<file path="src/rtl/control_fsm.sv">
// control_fsm: multi-cycle FETCH/DECODE/MEM sequencer for the PC/SP/memory datapath.
// Consumes the latched instruction register, drives every write enable and mux select of
// the datapath, and counts retired instructions.
//
// Optional feature macro: HALT_EN
//   defined   -> opcode 0x9 retires and parks the FSM in HALTED until reset
//   undefined -> opcode 0x9 is illegal (NOP behaviour), halted is tied low
//
// Ports:
//   clk            rising-edge clock
//   rst_n          asynchronous active-low reset; also forces all outputs low while asserted
//   i_run          sampled only in FETCH; low stalls in FETCH with no writes
//   i_inst[15:0]   instruction register output, opcode = i_inst[15:12]
//   i_cmp_true     BEQ comparator result, sampled in DECODE
//   o_pc_write, o_sp_write, o_mem_write, o_inst_write, o_mary_write, o_ra_write  write enables
//   o_pc_src[2:0]  0=PC+2, 1=immAddr, 2=ra, 4=comp
//   o_sp_src[1:0]  1=sp-2, 2=sp+2
//   o_mem_src[1:0] memory address: 0=pc, 1=sp, 2=ze_imm
//   o_mem_dst[2:0] memory write data: 0=Mary
//   o_retired      pulse in an instruction's final cycle
//   o_illegal      pulse in DECODE for an undefined opcode
//   o_halted       high while in HALTED
//   o_state[1:0]   0=FETCH, 1=DECODE, 2=MEM, 3=HALTED
//   o_inst_count   retired-instruction count, wraps silently
module control_fsm #(
  parameter int unsigned COUNT_W = 16
) (
  input  logic               clk,
  input  logic               rst_n,
  input  logic               i_run,
  input  logic [15:0]        i_inst,
  input  logic               i_cmp_true,
  output logic               o_pc_write,
  output logic               o_sp_write,
  output logic               o_mem_write,
  output logic               o_inst_write,
  output logic               o_mary_write,
  output logic               o_ra_write,
  output logic [2:0]         o_pc_src,
  output logic [1:0]         o_sp_src,
  output logic [1:0]         o_mem_src,
  output logic [2:0]         o_mem_dst,
  output logic               o_retired,
  output logic               o_illegal,
  output logic               o_halted,
  output logic [1:0]         o_state,
  output logic [COUNT_W-1:0] o_inst_count
);

  typedef enum logic [1:0] {
    StFetch  = 2'd0,
    StDecode = 2'd1,
    StMem    = 2'd2,
    StHalted = 2'd3
  } state_e;

  localparam logic [3:0] OpNop  = 4'h0;
  localparam logic [3:0] OpLw   = 4'h1;
  localparam logic [3:0] OpSw   = 4'h2;
  localparam logic [3:0] OpPush = 4'h3;
  localparam logic [3:0] OpPop  = 4'h4;
  localparam logic [3:0] OpJ    = 4'h5;
  localparam logic [3:0] OpJal  = 4'h6;
  localparam logic [3:0] OpJr   = 4'h7;
  localparam logic [3:0] OpBeq  = 4'h8;
  localparam logic [3:0] OpHalt = 4'h9;

  state_e             r_state;
  state_e             w_state_next;
  logic [3:0]         r_opcode;
  logic [3:0]         w_opcode_next;
  logic [COUNT_W-1:0] r_count;
  logic [3:0]         w_op;
  logic               w_unused;

  assign w_op     = i_inst[15:12];
  // Operand bits belong to the datapath; only the opcode matters here.
  assign w_unused = ^i_inst[11:0];

  always_ff @(posedge clk or negedge rst_n) begin
    if (!rst_n) begin
      r_state  <= StFetch;
      r_opcode <= 4'h0;
      r_count  <= '0;
    end else begin
      r_state  <= w_state_next;
      r_opcode <= w_opcode_next;
      if (o_retired) begin
        r_count <= r_count + COUNT_W'(1);
      end
    end
  end

  always_comb begin
    w_state_next  = r_state;
    w_opcode_next = r_opcode;
    o_pc_write    = 1'b0;
    o_sp_write    = 1'b0;
    o_mem_write   = 1'b0;
    o_inst_write  = 1'b0;
    o_mary_write  = 1'b0;
    o_ra_write    = 1'b0;
    o_pc_src      = 3'd0;
    o_sp_src      = 2'd0;
    o_mem_src     = 2'd0;
    o_mem_dst     = 3'd0;
    o_retired     = 1'b0;
    o_illegal     = 1'b0;
    o_halted      = 1'b0;
    // Outputs are gated by reset so an aborted instruction cannot complete a write.
    if (rst_n) begin
      unique case (r_state)
        StFetch: begin
          if (i_run) begin
            o_mem_src    = 2'd0;
            o_inst_write = 1'b1;
            o_pc_write   = 1'b1;
            o_pc_src     = 3'd0;
            w_state_next = StDecode;
          end
        end
        StDecode: begin
          w_opcode_next = w_op;
          w_state_next  = StFetch;
          case (w_op)
            OpNop: o_retired = 1'b1;
            OpLw: begin
              o_mem_src    = 2'd2;
              w_state_next = StMem;
            end
            OpSw: begin
              o_mem_write = 1'b1;
              o_mem_src   = 2'd2;
              o_mem_dst   = 3'd0;
              o_retired   = 1'b1;
            end
            OpPush: begin
              o_sp_write   = 1'b1;
              o_sp_src     = 2'd1;
              w_state_next = StMem;
            end
            OpPop: begin
              o_mem_src    = 2'd1;
              w_state_next = StMem;
            end
            OpJ, OpJal: begin
              o_pc_write = 1'b1;
              o_pc_src   = 3'd1;
              o_ra_write = (w_op == OpJal);
              o_retired  = 1'b1;
            end
            OpJr: begin
              o_pc_write = 1'b1;
              o_pc_src   = 3'd2;
              o_retired  = 1'b1;
            end
            OpBeq: begin
              o_pc_src   = 3'd4;
              o_pc_write = i_cmp_true;
              o_retired  = 1'b1;
            end
            OpHalt: begin
`ifdef HALT_EN
              o_retired    = 1'b1;
              w_state_next = StHalted;
`else
              o_illegal = 1'b1;
              o_retired = 1'b1;
`endif
            end
            default: begin
              o_illegal = 1'b1;
              o_retired = 1'b1;
            end
          endcase
        end
        StMem: begin
          w_state_next = StFetch;
          o_retired    = 1'b1;
          case (r_opcode)
            OpLw: begin
              o_mem_src    = 2'd2;
              o_mary_write = 1'b1;
            end
            OpPush: begin
              o_mem_write = 1'b1;
              o_mem_src   = 2'd1;
              o_mem_dst   = 3'd0;
            end
            OpPop: begin
              o_mem_src    = 2'd1;
              o_mary_write = 1'b1;
              o_sp_write   = 1'b1;
              o_sp_src     = 2'd2;
            end
            default: ;
          endcase
        end
        StHalted: begin
`ifdef HALT_EN
          o_halted     = 1'b1;
          w_state_next = StHalted;
`else
          w_state_next = StFetch;
`endif
        end
      endcase
    end
  end

  assign o_state      = r_state;
  assign o_inst_count = r_count;

endmodule

</file>
<file path="config.mk">
export PLATFORM = sky130hd
export DESIGN_NAME = control_fsm
export DESIGN_NICKNAME = d
export VERILOG_FILES = /design/src/rtl/control_fsm.sv
export SDC_FILE = /design/constraint.sdc
export NUM_CORES = 1
export LEC_CHECK = 0
export ABC_AREA = 1
export CORE_ASPECT_RATIO = 0.9
export CORE_MARGIN = 8
export CORE_UTILIZATION = 35
export DETAILED_ROUTE_END_ITERATION = 12
export PLACE_DENSITY_LB_ADDON = 0.08
export SYNTH_ARGS = -nofsm -noshare
export SYNTH_HDL_FRONTEND = slang
export SYNTH_SLANG_ARGS = --single-unit
</file>
<file path="constraint.sdc">
create_clock -name clk -period 1.55 [get_ports clk]
set_input_delay 0.31 -clock clk [delete_from_list [all_inputs] [get_ports clk]]
set_output_delay 0.31 -clock clk [all_outputs]
set_load 0.05 [all_outputs]
</file>
* Yosys cells after proc, flatten, opt, wreduce, memory -nomap -nowiden
Cells that the tools add are included.
** Word-level totals
- Bits in latches :: 0
- Bits in registers :: 22
- Bits in read-only memories :: 0
- Input port bits :: 20
- Bits in writable memories :: 0
- Word-level logic and storage cells :: 71
- Output and inout bits :: 37
- Memories :: 0
** Operators by class
- Divide/modulo/power cells :: 0
- Order comparisons :: 0
- Multipliers :: 0
- Equality and inequality tests :: 15
- Add/sub/neg operators :: 1
- Bitwise operators :: 0
- Reductions and logical operators :: 12
- Shift-type cells :: 0
- Mux-type cells :: 40
** Operators with widths (count)
- 2-to-1 mux 1 bit :: 22
- equality test 4 x 3 -> 1 bit, second input constant :: 5
- adder 16 x 1 -> 16 bit, second input constant :: 1
- one-hot mux 2 bit (2 select lines) :: 4
- equality test 4 x 2 -> 1 bit, second input constant :: 3
- 2-to-1 mux 2 bit :: 5
- one-hot mux 1 bit (2 select lines) :: 5
- OR reduction 2 bit :: 5
- one-hot mux 3 bit (3 select lines) :: 1
- OR reduction 9 bit :: 1
- equality test 4 x 1 -> 1 bit, second input constant :: 2
- 2-to-1 mux 3 bit :: 2
- one-hot mux 2 bit (3 select lines) :: 1
- OR reduction 3 bit :: 2
- equality test 2 bit, second input constant :: 2
- equality test 4 bit, second input constant :: 1
- zero test 4 bit :: 1
- AND reduction 2 bit :: 2
- equality test 2 x 1 -> 1 bit, second input constant :: 1
- zero test 2 bit :: 1
- != test 2 bit, second input constant :: 1

* Logic depth before layout (Yosys ltp)
- Word-level depth :: 5
- Mapped depth :: 10
- Mapped depth without buffers :: 9

* Worst setup path after synthesis
OpenSTA, ideal clock, no wires.
- Path type :: register -> output
- Start point :: register r_state[0] (netlist: o_state[0])
- End point :: output o_pc_src[0]
- Stages on the path, launching flop included :: 6
- Buffers on the path :: 0
- Data required time :: 1240 ps
- Arrival :: 2372 ps
- Path slack :: -1132 ps
- Path through :: dfrtp_1 > ha_1 > nand2_1 > inv_1 > nand2_1 > nor3_1
** On the way
- Cells in the longest elaborated chain, start to end :: 3
** Ends and longest elaborated chain
- from (decl) :: line 68 : state_e r_state;
- from (signal assigned) :: line 82 : r_state <= StFetch;
- from (signal assigned) :: line 86 : r_state <= w_state_next;
- equality test 2 x 1 -> 1 bit :: line 112 : unique case (r_state)
- 2-to-1 mux 3 bit
- 2-to-1 mux 3 bit :: line 111 : if (rst_n) begin
- to (decl) :: line 39 : output logic [2:0] o_pc_src,
Every way passes these cells.

* Worst setup path in the final report
- Start point :: register r_opcode[2]
- End point :: output o_mary_write
** On the way
- Cells in the longest elaborated chain, start to end :: 5
- Elaborated cells between the ends (all ways) :: 6
- Those cells by class :: 2 x eq/ne; 3 x mux; 1 x reduce/logical
** Ends and longest elaborated chain
- from (decl) :: line 70 : logic [3:0] r_opcode;
- from (signal assigned) :: line 87 : r_opcode <= w_opcode_next;
- equality test 4 x 3 -> 1 bit / equality test 4 x 1 -> 1 bit (equally long branches) :: line 180 : case (r_opcode)
- OR reduction 2 bit (no line) *
- 2-to-1 mux 1 bit * :: line 180
- 2-to-1 mux 1 bit * :: line 112
- 2-to-1 mux 1 bit * :: line 111
- to (decl) :: line 37 : output logic o_mary_write,
Mark *: on every way between the ends. The rest lies on a longest branch, timed or not.

==> flow_metrics.py <==
metrics = {
    "status": {
        "status": "complete, but fails checks",
        "violations": "setup timing",
    },
    "cts": {
        "clock-sinks": 22,
        "cts_buffers": 3,
        "clock_latency_ns": 0.26,
        "cts_max_level": 1,
        "clk_pin_slew_ns": 0.08,
        "cts_hold_buf": 0,
        "clk_path_buf_depth": 2,
        "cts_tree": "yes",
        "root_buffer": "clkbuf_8",
    },
    "pwr": {
        "peakVddDrop_v": 0.000931,
        "p_leak_nw": 1.45,
        "power_mw": 3.04,
        "pwr_density_cell_nw_per_um2": 974,
    },
    "place": {
        "port_buffers": 40,
        "place_congestion": 0.831,
        "dp_hpwl_um": 3840,
        "placed_cell_area_sq_um": 2790,
    },
    "critical_path": {
        "r2r_slack_ns": -0.15,
        "cp_slowest_cell": "or3_4",
        "endpoint_kind": "output port",
        "crit_arrival_ns": 1.71,
        "start_kind": "flip-flop",
        "slowest_delay_ns": 0.42,
        "critPathMaxFanout": 2,
        "required_ns": 1.24,
        "worstRegToRegCells": 12,
        "worstSetupPathType": "reg2out",
        "r2r_start": "o_state[0]$_DFFE_PN0P_",
        "path_cells": "or2_2 > or3_4 > a21oi_4 > buf_12",
        "r2r_end": "o_inst_count[9]$_DFFE_PN0P_",
    },
    "synthesis": {
        "yosysWarnings": 0,
        "synth_mux_area_share_pct": 0,
        "netlist_area_sq_um": 1540,
        "synth_fa_ha_area_share_pct": 3.26,
        "synth_common_cells": "nand2_1, inv_1, dfrtp_1, nor2_1, o21ai_0",
        "yosysSeqAreaShare_pct": 35.8,
        "synth_area_per_cell_sq_um": 6.71,
        "ys_seq_elements": 22,
        "synth-main-ff-cell": "dfrtp_1",
        "synth_xor_area_share_pct": 3.42,
        "synthSimpleGateAreaFrac_pct": 40.6,
        "synthCells": 229,
        "post-synth-top-count-cell": "nand2_1",
        "yosys.area.top_type": "dfrtp_1",
        "synth_edf_count": 0,
        "synth_top_area_share_pct": 35.8,
        "ys_types": 28,
        "synth-compound-area-share_pct": 6.27,
        "synth_top_family_by_area": "simple AND/OR/NAND/NOR gates",
        "synthArstFlopShare_pct": 100,
        "synth_area_leaders": "dfrtp_1, nand2_1, inv_1, nor2_1, o21ai_0",
    },
    "finish": {
        "area_growth_pct": 103,
        "design_area_sq_um": 3120,
        "nets": 348,
        "drive_gt1_share_pct": 44.9,
        "fillCellCount": 338,
        "diodes": 0,
        "utilization_pct": 71.9,
    },
    "sta": {
        "rsz0062_at_grt": "yes",
        "max_freq_mhz": 496,
        "setup_viol": 31,
        "hold_viol_final": 0,
        "fin_crit_sh_pct": 130,
        "skew_ns": 0.00830,
        "period_needed_ns": 2.02,
        "slew_viol_final": 0,
        "setup_slack_ns": -0.465,
    },
    "route": {
        "routed_wl_um": 5150,
        "dr.pass1.iters": 4,
        "vias_per_cell": 4.55,
        "drt_iter0_markers": 46,
        "num_vias": 1751,
        "final_antenna_net_count": 0,
        "post-route-drc-count": 0,
        "wl_per_cell_um": 13.4,
    },
    "global_route": {
        "grt_overflow_total": 0,
        "antenna_found_initial": 0,
        "grt_max_degree": 19,
        "grt_pass1_vias": 1757,
        "track_usage_pct": 15.4,
        "grt_pass1_wl_um": 8420,
    },
    "job": {
        "max-cap-violations": 0,
    },
    "die": {
        "fp-row-count": 23,
        "start_util_pct": 35.4,
        "pin_count": 57,
        "core_sq_um": 4350,
        "die-area_sq_um": 6770,
        "die_y_um": 78.9,
        "chipWidth_um": 85.8,
    },
    "worst_hold_path": {
        "hold_path_class": "in2async",
    },
}
==> worst max path at each step <==
stage                                        from      endpoint  depth (start not counted)
after detailed placement               i_inst[14]   o_pc_src[0]                          7
after floorplan            o_state[0]$_DFFE_PN0P_  o_mary_write                          5
after global placement                 i_inst[13]   o_pc_src[2]                          6
after CTS                  o_state[0]$_DFFE_PN0P_  o_mem_src[1]                          6
after global routing       o_state[0]$_DFFE_PN0P_   o_mem_write                          8
final                     r_opcode[2]$_DFFE_PN0P_  o_mary_write                          4
==> worst max-delay path, delay by kind of cell (launching register included) <==
| kind | cells | cell delay (ns) |
|---|---|---|
| AOI/OAI and AO/OA | 1 | 0.19 |
| buffers and inverters | 1 | 0.15 |
| DFF | 1 | 0.38 |
| and+or+nand+nor | 2 | 0.73 |
==> state kept, by name (all words and copies together) (netlist names) <==
register and count:
o_state 2, r_opcode 4, o_inst_count 16
==> cells by family (layout without fill, tap and decap cells) <==
family                     count (synthesis)  count (layout)
buffers and inverters                     33             124
AOI/OAI and AO/OA                         19              19
other                                      1               4
DFF                                       22              22
xor gates and xnor gates                   6               6
adders and majority gates                  4               4
and+or+nand+nor                          144             144
==> power by group <==
| group | internal [mW] | switching (mW) | total (mW) |
|---|---|---|---|
| clock network | 0.183 | 0.180 | 0.363 |
| registers | 0.685 | 0.115 | 0.800 |
| logic | 0.921 | 0.956 | 1.88 |
==> area by class of cell <==
type / instances / area (sq um) / area share, %
sequential: 22 / 556 / 17.8
tap: 62 / 77.6 / 2.48
timing repair buffer: 93 / 1220 / 39.0
multi-input combinational: 177 / 1110 / 35.6
inverter: 27 / 115 / 3.69
clock buffer: 4 / 45.0 / 1.44
==> placed cells by master, fill, tap and decap left out, types with 2 or more instances in the layout <==
cell / count
xnor2_1: 4
nor2_1: 15
ha_4: 3
a21oi_4: 4
nand3_1: 7
nand2_2: 10
inv_1: 19
clkbuf_8: 3
o21ai_1: 4
clkdlybuf4s50_1: 2
nand2_1: 77
dfrtp_1: 18
dlygate4sd2_1: 5
conb_1: 4
inv_2: 5
nand2_8: 2
nand4_1: 5
buf_4: 38
buf_12: 36
nand2_4: 7
o21ai_0: 9
buf_6: 11
dfrtp_2: 4
nand3b_1: 2
nor2_2: 2
nor2_4: 9
nor3_4: 2
xor2_1: 2
==> routing by layer <==
layer	part of all wire, %	track usage, %	routed length, um
met2	48	26.6	2490
met5	0	0	0
met3	3.2	2.89	163
met1	48	20.0	2470
met4	0.25	1.57	13
==> what timing repair did <==
action	CTS	global route
endpoints found under the setup margin	31	32
buffers inserted	12	2
gates cloned	1	1
gates resized for setup	35	10
pin swaps	13	9
==> per-stage QoR <==
step	instances	setup WS (ns)	setup TNS [ns]	hold WS, ns
after detailed placement	365	-0.419	-9.16	0.529
after floorplan	232	-0.304	-4.61	0.0144
after global placement	365	-0.433	-9.18	0.517
final	385	-0.465	-6.67	0.235
after CTS	382	-0.453	-6.14	0.224
after global routing	385	-0.524	-8.89	0.230
Power figures use the tool's default switching activity.
